### config.mk
export PLATFORM = sky130hd
export DESIGN_NAME = lc3_mem_ctrl
export DESIGN_NICKNAME = d
export VERILOG_FILES = /design/src/rtl/lc3_mem_ctrl.sv
export SDC_FILE = /design/constraint.sdc
export NUM_CORES = 2
export LEC_CHECK = 0
export BUFFER_PORTS_ARGS = -buffer_cell sky130_fd_sc_hd__buf_2
export CAP_MARGIN = 20
export CORE_UTILIZATION = 37
export CTS_BUF_LIST = sky130_fd_sc_hd__clkbuf_16
export DETAILED_ROUTE_END_ITERATION = 7
export SLEW_MARGIN = 20
export SYNTH_ARGS = -nofsm -noshare
export SYNTH_HDL_FRONTEND = slang
export SYNTH_SLANG_ARGS = --single-unit
### constraint.sdc
create_clock -name clk -period 4.65 [get_ports clk]
set_clock_uncertainty 0.15 [all_clocks]
set_input_delay 0 -clock clk [delete_from_list [all_inputs] [get_ports clk]]
set_output_delay 0 -clock clk [all_outputs]
set_load 0.01 [all_outputs]
### src/rtl/lc3_mem_ctrl.sv
`default_nettype none
// +---------------------------------------------------------------------------+
// | lc3_mem_ctrl : MAR/MDR holder and wait-stated word RAM responder          |
// | Revision     : 1.0                                                        |
// +---------------------------------------------------------------------------+
module lc3_mem_ctrl #(
  parameter int ADDR_BITS   = 8,
  parameter int WAIT_STATES = 2
) (
  input  logic        clk,
  input  logic        rst_n,
  input  logic [15:0] marIn,
  input  logic        ldMAR,
  input  logic [15:0] mdrIn,
  input  logic        ldMDR,
  input  logic        memEn,
  input  logic        rw,
  output logic [15:0] marOut,
  output logic [15:0] mdrOut,
  output logic        ready,
  output logic        accErr
);

  localparam logic [1:0] S_IDLE = 2'd0;
  localparam logic [1:0] S_BUSY = 2'd1;
  localparam logic [1:0] S_DONE = 2'd2;
  localparam int         DEPTH  = 1 << ADDR_BITS;
  localparam logic [3:0] C_WAIT = 4'(WAIT_STATES);

  logic [1:0]  state_q, state_d;
  logic [15:0] mar_q, mar_d;
  logic [15:0] mdr_q, mdr_d;
  logic        rw_q, rw_d;
  logic [3:0]  cnt_q, cnt_d;
  logic        ready_q, ready_d;
  logic        acc_err_q, acc_err_d;

  logic [15:0]          ram [DEPTH];
  logic                 ram_we;
  logic [ADDR_BITS-1:0] ram_addr;
  logic                 in_range;

  assign ram_addr = mar_q[ADDR_BITS-1:0];

  // A full 16-bit RAM has no upper address bits left to range-check.
  generate
    if (ADDR_BITS >= 16) begin : g_full_range
      assign in_range = 1'b1;
    end else begin : g_part_range
      assign in_range = ~|mar_q[15:ADDR_BITS];
    end
  endgenerate

  always_ff @(posedge clk or negedge rst_n) begin
    if (!rst_n) begin
      state_q   <= S_IDLE;
      mar_q     <= 16'h0000;
      mdr_q     <= 16'h0000;
      rw_q      <= 1'b0;
      cnt_q     <= 4'd0;
      ready_q   <= 1'b0;
      acc_err_q <= 1'b0;
    end else begin
      state_q   <= state_d;
      mar_q     <= mar_d;
      mdr_q     <= mdr_d;
      rw_q      <= rw_d;
      cnt_q     <= cnt_d;
      ready_q   <= ready_d;
      acc_err_q <= acc_err_d;
    end
  end

  // RAM contents are deliberately left out of reset.
  always_ff @(posedge clk) begin
    if (ram_we) begin
      ram[ram_addr] <= mdr_q;
    end
  end

  always_comb begin
    state_d = state_q;
    case (state_q)
      S_IDLE: if (memEn) state_d = S_BUSY;
      S_BUSY: if (cnt_q == 4'd0) state_d = S_DONE;
      S_DONE: state_d = S_IDLE;
      default: state_d = S_IDLE;
    endcase
  end

  always_comb begin
    mar_d     = mar_q;
    mdr_d     = mdr_q;
    rw_d      = rw_q;
    cnt_d     = cnt_q;
    ready_d   = 1'b0;
    acc_err_d = 1'b0;
    ram_we    = 1'b0;
    case (state_q)
      S_IDLE, S_DONE: begin
        if (ldMAR) mar_d = marIn;
        if (ldMDR) mdr_d = mdrIn;
        // The request flops rw/cnt only; the access uses MAR/MDR as held after this edge.
        if (state_q == S_IDLE && memEn) begin
          rw_d  = rw;
          cnt_d = C_WAIT;
        end
      end
      S_BUSY: begin
        if (cnt_q != 4'd0) begin
          cnt_d = cnt_q - 4'd1;
        end else begin
          ready_d   = 1'b1;
          acc_err_d = ~in_range;
          if (rw_q) begin
            ram_we = in_range;
          end else begin
            mdr_d = in_range ? ram[ram_addr] : 16'h0000;
          end
        end
      end
      default: begin
        cnt_d = 4'd0;
      end
    endcase
  end

  assign marOut = mar_q;
  assign mdrOut = mdr_q;
  assign ready  = ready_q;
  assign accErr = acc_err_q;

endmodule
`default_nettype wire
# --- Yosys cells after proc, flatten, opt, wreduce, memory -nomap -nowiden ---
# Memories as Yosys holds them, arrays and structs flattened.
# Index checks and enable logic that the tools add are counted.
classes:
  n_div: 0
  shift: 0
  muxes: 20
  n_eq_ne: 9
  n_lt_le_gt_ge: 0
  n_bitwise: 0
  n_reduce_logical: 13
  mul: 0
  n_addsub: 1
op_table:
  columns: ["op", "count"]
  rows:
  - ["2-to-1 mux 16 bit", 4]
  - ["case mux 16 bit (2 select lines)", 1]
  - ["inequality test 2 bit (second input constant)", 7]
  - ["2-to-1 mux 1 bit", 9]
  - ["2-to-1 mux 4 bit", 2]
  - ["case mux 4 bit (2 select lines)", 1]
  - ["AND reduction 2 bit", 4]
  - ["OR reduction 8 bit", 1]
  - ["logical NOT 4 bit", 1]
  - ["2-to-1 mux 2 bit", 2]
  - ["case mux 2 bit (2 select lines)", 1]
  - ["AND reduction 4 bit", 1]
  - ["nonzero test 4 bit", 1]
  - ["subtractor 4 x 1 -> 4 bit (second input constant)", 1]
  - ["== test 2 x 1 -> 1 bit (second input constant)", 1]
  - ["== test 2 bit (second input constant)", 1]
  - ["logical NOT 2 bit", 1]
  - ["nonzero test 2 bit", 1]
  - ["OR reduction 2 bit", 1]
  - ["logical AND 1 bit", 1]
  - ["logical NOT 1 bit", 1]
word_totals:
  latch_bits: 0
  ram_bits: 4096
  output_inout_bits: 34
  register_bits: 41
  n_memories: 1
  romBits: 0
mem_list:
  columns: ["memory", "depth", "word_bits", "read_ports", "rd_clocked_by_memory_dff", "write_ports", "line", "rtl"]
  rows:
  - ["ram", 256, 16, 1, 0, 1, "38", "logic [15:0] ram [DEPTH];"]

# --- Depth between registers and ports, before layout ---
depth:
  ltp_word: 7
  ltp_mapped: 10
  mapped_depth_nobuf: 9

# --- Least setup slack after synthesis ---
# No wires, ideal clock.
synth_path:
  path_kind: "register to register"
  from: "register mdr_q[0], in the netlist mdrOut[0]"
  to: "memory ram[0][0], data pin"
  t_arrival_ns: 3.243
  stages_incl_launch_ff: 1
  slack_ns: 0.440
  required_time_ns: 3.684
  synth_period_minus_slack_ns: 4.210
  setup_time_ns: 0.816
  path_cell_list: "dfrtp_1"
synth_lines:
  columns: ["item", "line", "rtl"]
  rows:
  - ["start, declared", "32", "logic [15:0] mdr_q, mdr_d;"]
  - ["start signal, assigned", "66", "mdr_q <= mdr_d;"]
  - ["end, declared", "38", null]
# Straight into the memory's write port.

# --- Worst setup path after layout ---
layout_path:
  from: "register cnt_q[0]"
  to: "memory ram[105][5], enable pin"
layout_via:
  elab_chain_len: 5
layout_rtl:
  columns: ["item", "line", "rtl"]
  rows:
  - ["start, declared", "34", "logic [3:0] cnt_q, cnt_d;"]
  - ["start signal, assigned", "68", "cnt_q <= cnt_d;"]
  - ["nonzero test 4 bit", "110", "if (cnt_q != 4'd0) begin"]
  - ["2-to-1 mux 1 bit", "110", null]
  - ["2-to-1 mux 1 bit", "99", "case (state_q)"]
  - ["2-to-1 mux 1 bit", "76", "if (ram_we) begin"]
  - ["2-to-1 mux 1 bit (not written as such)", "77", "ram[ram_addr] <= mdr_q;"]
# No other way between the ends.

==> flow_summary.toml <==
[routing]
postRouteAntennaNets = 0
drt_wl_total_um = 417600
drcViolationCount = 0
vias = 76900
routed_via_density = 5.657
wl_per_cell_um = 30.72
drt_iter0_markers = 10120
dr.pass1.iters = 6

[synthesis]
synth_fp_nets = 6870
yosys-top-cells-area = "edfxtp_1 78%, mux4_2 15%, a22oi_1 2.5%, a21oi_1 0.83%, dfrtp_1 0.65%"
avgSynthCellArea_um2 = 22.94
ys_warn_count = 0
ys_async_sr_fraction_pct = 0.9911
synth_top_area_cell = "edfxtp_1"
ys_seq_elements = 4137
synth_edf_count = 4096
yosys-top-cells-count = "4096 x edfxtp_1, 1024 x mux4_2, 512 x a22oi_1"
netlist_area_um2 = 156700
yosysSeqAreaShare_pct = 79.15
syn_inst = 6830
yosysMostFrequentCell = "edfxtp_1"
synth_top_area_share_pct = 78.50
synthFlopType = "edfxtp_1"
synth_cell_type_count = 35

[worst_setup_path]
cp.arrival_ns = 5.06
crit_chain = "inv_1 -> ha_1 -> nor3b_1 -> nand3b_1 -> inv_1 -> nand3_1 -> nor3_2 -> nand2_1 -> nor2_1 -> buf_12"
path_max_fanout = 16
slowest_stage = "nor3_2"
crit_family = "simple AND/OR/NAND/NOR gates"
startpoint_type = "flip-flop"
critPathRequiredTime_ns = 5.14
critPathBufInv = 3
crit_type = "reg2reg"
slowest_delay_ns = 0.73
critPathCaptureType = "flip-flop"
cp_common_cell = "inv_1"

[power_and_ir_drop]
internal_power_mw = 76.29
pwr-share-clk_pct = 28.7
power_density_nw_per_um2 = 616.9
power.total_mw = 112.5
p_leak_nw = 57.02
seqPwrFrac_pct = 42.2
sw_frac_of_total_pct = 32.18
power.switching_mw = 36.20
p_comb_share_pct = 29.2
peakVddDrop_mv = 0.6496

[clock_tree]
ctsHtreeMaxLevel = 5
cts_tree = "yes"
clk_latency_ns = 0.97
cts.clk_slew.worst_paths_ns = 0.07
clk_path_buf_depth = 4
root_buffer = "clkbuf_16"
cts.sinks = 4137
cts_buffers = 410

[grt]
grt_pass1_wl_um = 590300
grt_usage_pct = 19.23
grt_max_degree = 163
antenna_found_initial = 25
grt_pass1_vias = 77820
grt_overflow = 0

[placed_design]
gp_congestion = 0.8792
dp_hpwl_um = 248100
portBuffers = 71

[run_status]
outcome = "complete, no violations"

[cells_and_area]
fin_util_pct = 43.34
fin_nets = 7635
drive_gt1_share_pct = 29.28
area_delta_synth_final_pct = 16.37

[sta]
finalHoldViolations = 0
post-route-period-util_pct = 98.21
slew_viol_final = 0
relSlewSlack_pct = 7.702
setup_viol = 0
tightest_slew_ns = 1.367
fin_crit_ns = 4.567
fmax_ghz = 0.2190
rsz0062_at_grt = "false"

[die]
io_pins = 72
row_count = 238
die_area_um2 = 426100
initial_core_util_pct = 37.24
core_um2 = 420800
fp.dieH_um = 652.8
die_w_um = 652.8

[min_path]
hold_path_class = "in2async"

[job]
cap_violations = 0
-- repair_timing --
action | 4_1_cts | 5_1_grt
endpoints found under the hold margin | 79 | 0
gates cloned | 0 | 0
buffers inserted | 0 | 3
setup endpoints to repair | 480 | 24
gates resized for setup | 3 | 3
hold buffers | 109 | 0
-- worst paths after layout --
path / from / end / slack [ns] / cells past startpoint
max in group asynchronous: rst_n / mdrOut[10] / 3.72 / 4
hold / removal: rst_n / rw_q / 0.06 / 4
min in group clk: ldMAR / marOut[9] / 0.13 / 4
setup / recovery: cnt_q[0] / ram[105][5] / 0.08 / 10
setup reg to reg: cnt_q[0] / ram[105][5] / 0.08 / 10
hold reg to reg: state_q[1] / state_q[0] / 0.43 / 1
-- registers in the layout, indices dropped and copies added (netlist names) --
signal,flops
ready,1
mdrOut,16
cnt_q,4
accErr,1
ram,4096
rw_q,1
marOut,16
state_q,2
-- metal layers --
metal | wire length [um] | track usage (%) | share of wire, %
met5 | 177 | 0.3056 | 0.042
met2 | 200400 | 30.73 | 48
met1 | 165100 | 26.08 | 40
met3 | 34500 | 3.679 | 8.3
met4 | 17420 | 7.547 | 4.2
-- tightest hold or removal path, cell delays in order --
cell and delay (ns):
dlygate4sd3_1 0.52, buf_2 0.09, dlygate4sd3_1 0.54, buf_4 0.51
-- power groups by stage --
| stage | Sequential [mW] | Clock [mW] | Combinational (mW) |
|---|---|---|---|
| after detailed placement | 48.4 | 0 | 32.6 |
| after global routing | 47.5 | 34.0 | 34.4 |
| final | 47.5 | 32.2 | 32.8 |
| after global placement | 48.3 | 0 | 32.1 |
| after CTS | 47.6 | 32.7 | 32.8 |
| after floorplan | 50.0 | 0 | 17.0 |
-- final cells by class --
class	count	area, um^2
Multi-Input combinational cell	2268	30920
Inverter	8	30.03
Clock inverter	333	2681
Fill cell	35350	238400
Sequential cell	4137	124100
Tap cell	5640	7057
Clock buffer	414	10360
Timing Repair Buffer	770	7142
Antenna cell	25	62.56
-- logic make-up after synthesis --
group / synth area share (%)
adder cells (fa/ha/maj): 0.01597
AND/OR/NAND/NOR: 0.9143
XOR/XNOR: 0.005591
buffers and inverters: 1.233
flip-flops: 79.15
AO/OA/AOI/OAI: 3.851
multiplexers: 14.83
-- placed cells by master, fill, tap and decap left out, types with 8 or more instances in the layout --
cell type      instances
a211o_1               16
a21oi_1              259
a22oi_1              511
a41oi_1               16
and3_1                16
buf_12                98
buf_2                 71
buf_4                490
bufinv_16             37
clkbuf_16            414
clkinv_1             107
clkinv_2              70
clkinvlp_4            15
dfrtp_1               23
dfrtp_4               18
diode_2               25
dlygate4sd3_1        109
edfxtp_1            4096
inv_1                 83
inv_6                  8
mux2_2                15
mux4_2              1024
nand2_1               19
nand2_2               13
nor2_1               265
o41ai_1               55
o41ai_2                9
-- stage by stage --
step	hold slack (ns)	TNS, ns	std cells	setup slack [ns]	area (um^2)
5_1_grt	0.1451	0	13590	0.004052	182300
4_1_cts	0.01303	0	13570	0.06486	182200
6_report	0.05878	0	13600	0.08329	182300
3_5_place_dp	-0.01598	-7.403	12710	-0.1672	168000
3_3_place_gp	-0.02839	-61.28	12710	-0.2729	168000
2_1_floorplan	-0.4456	0	6830	0.4404	156700
No activity file was read; power rests on OpenSTA's default activity.
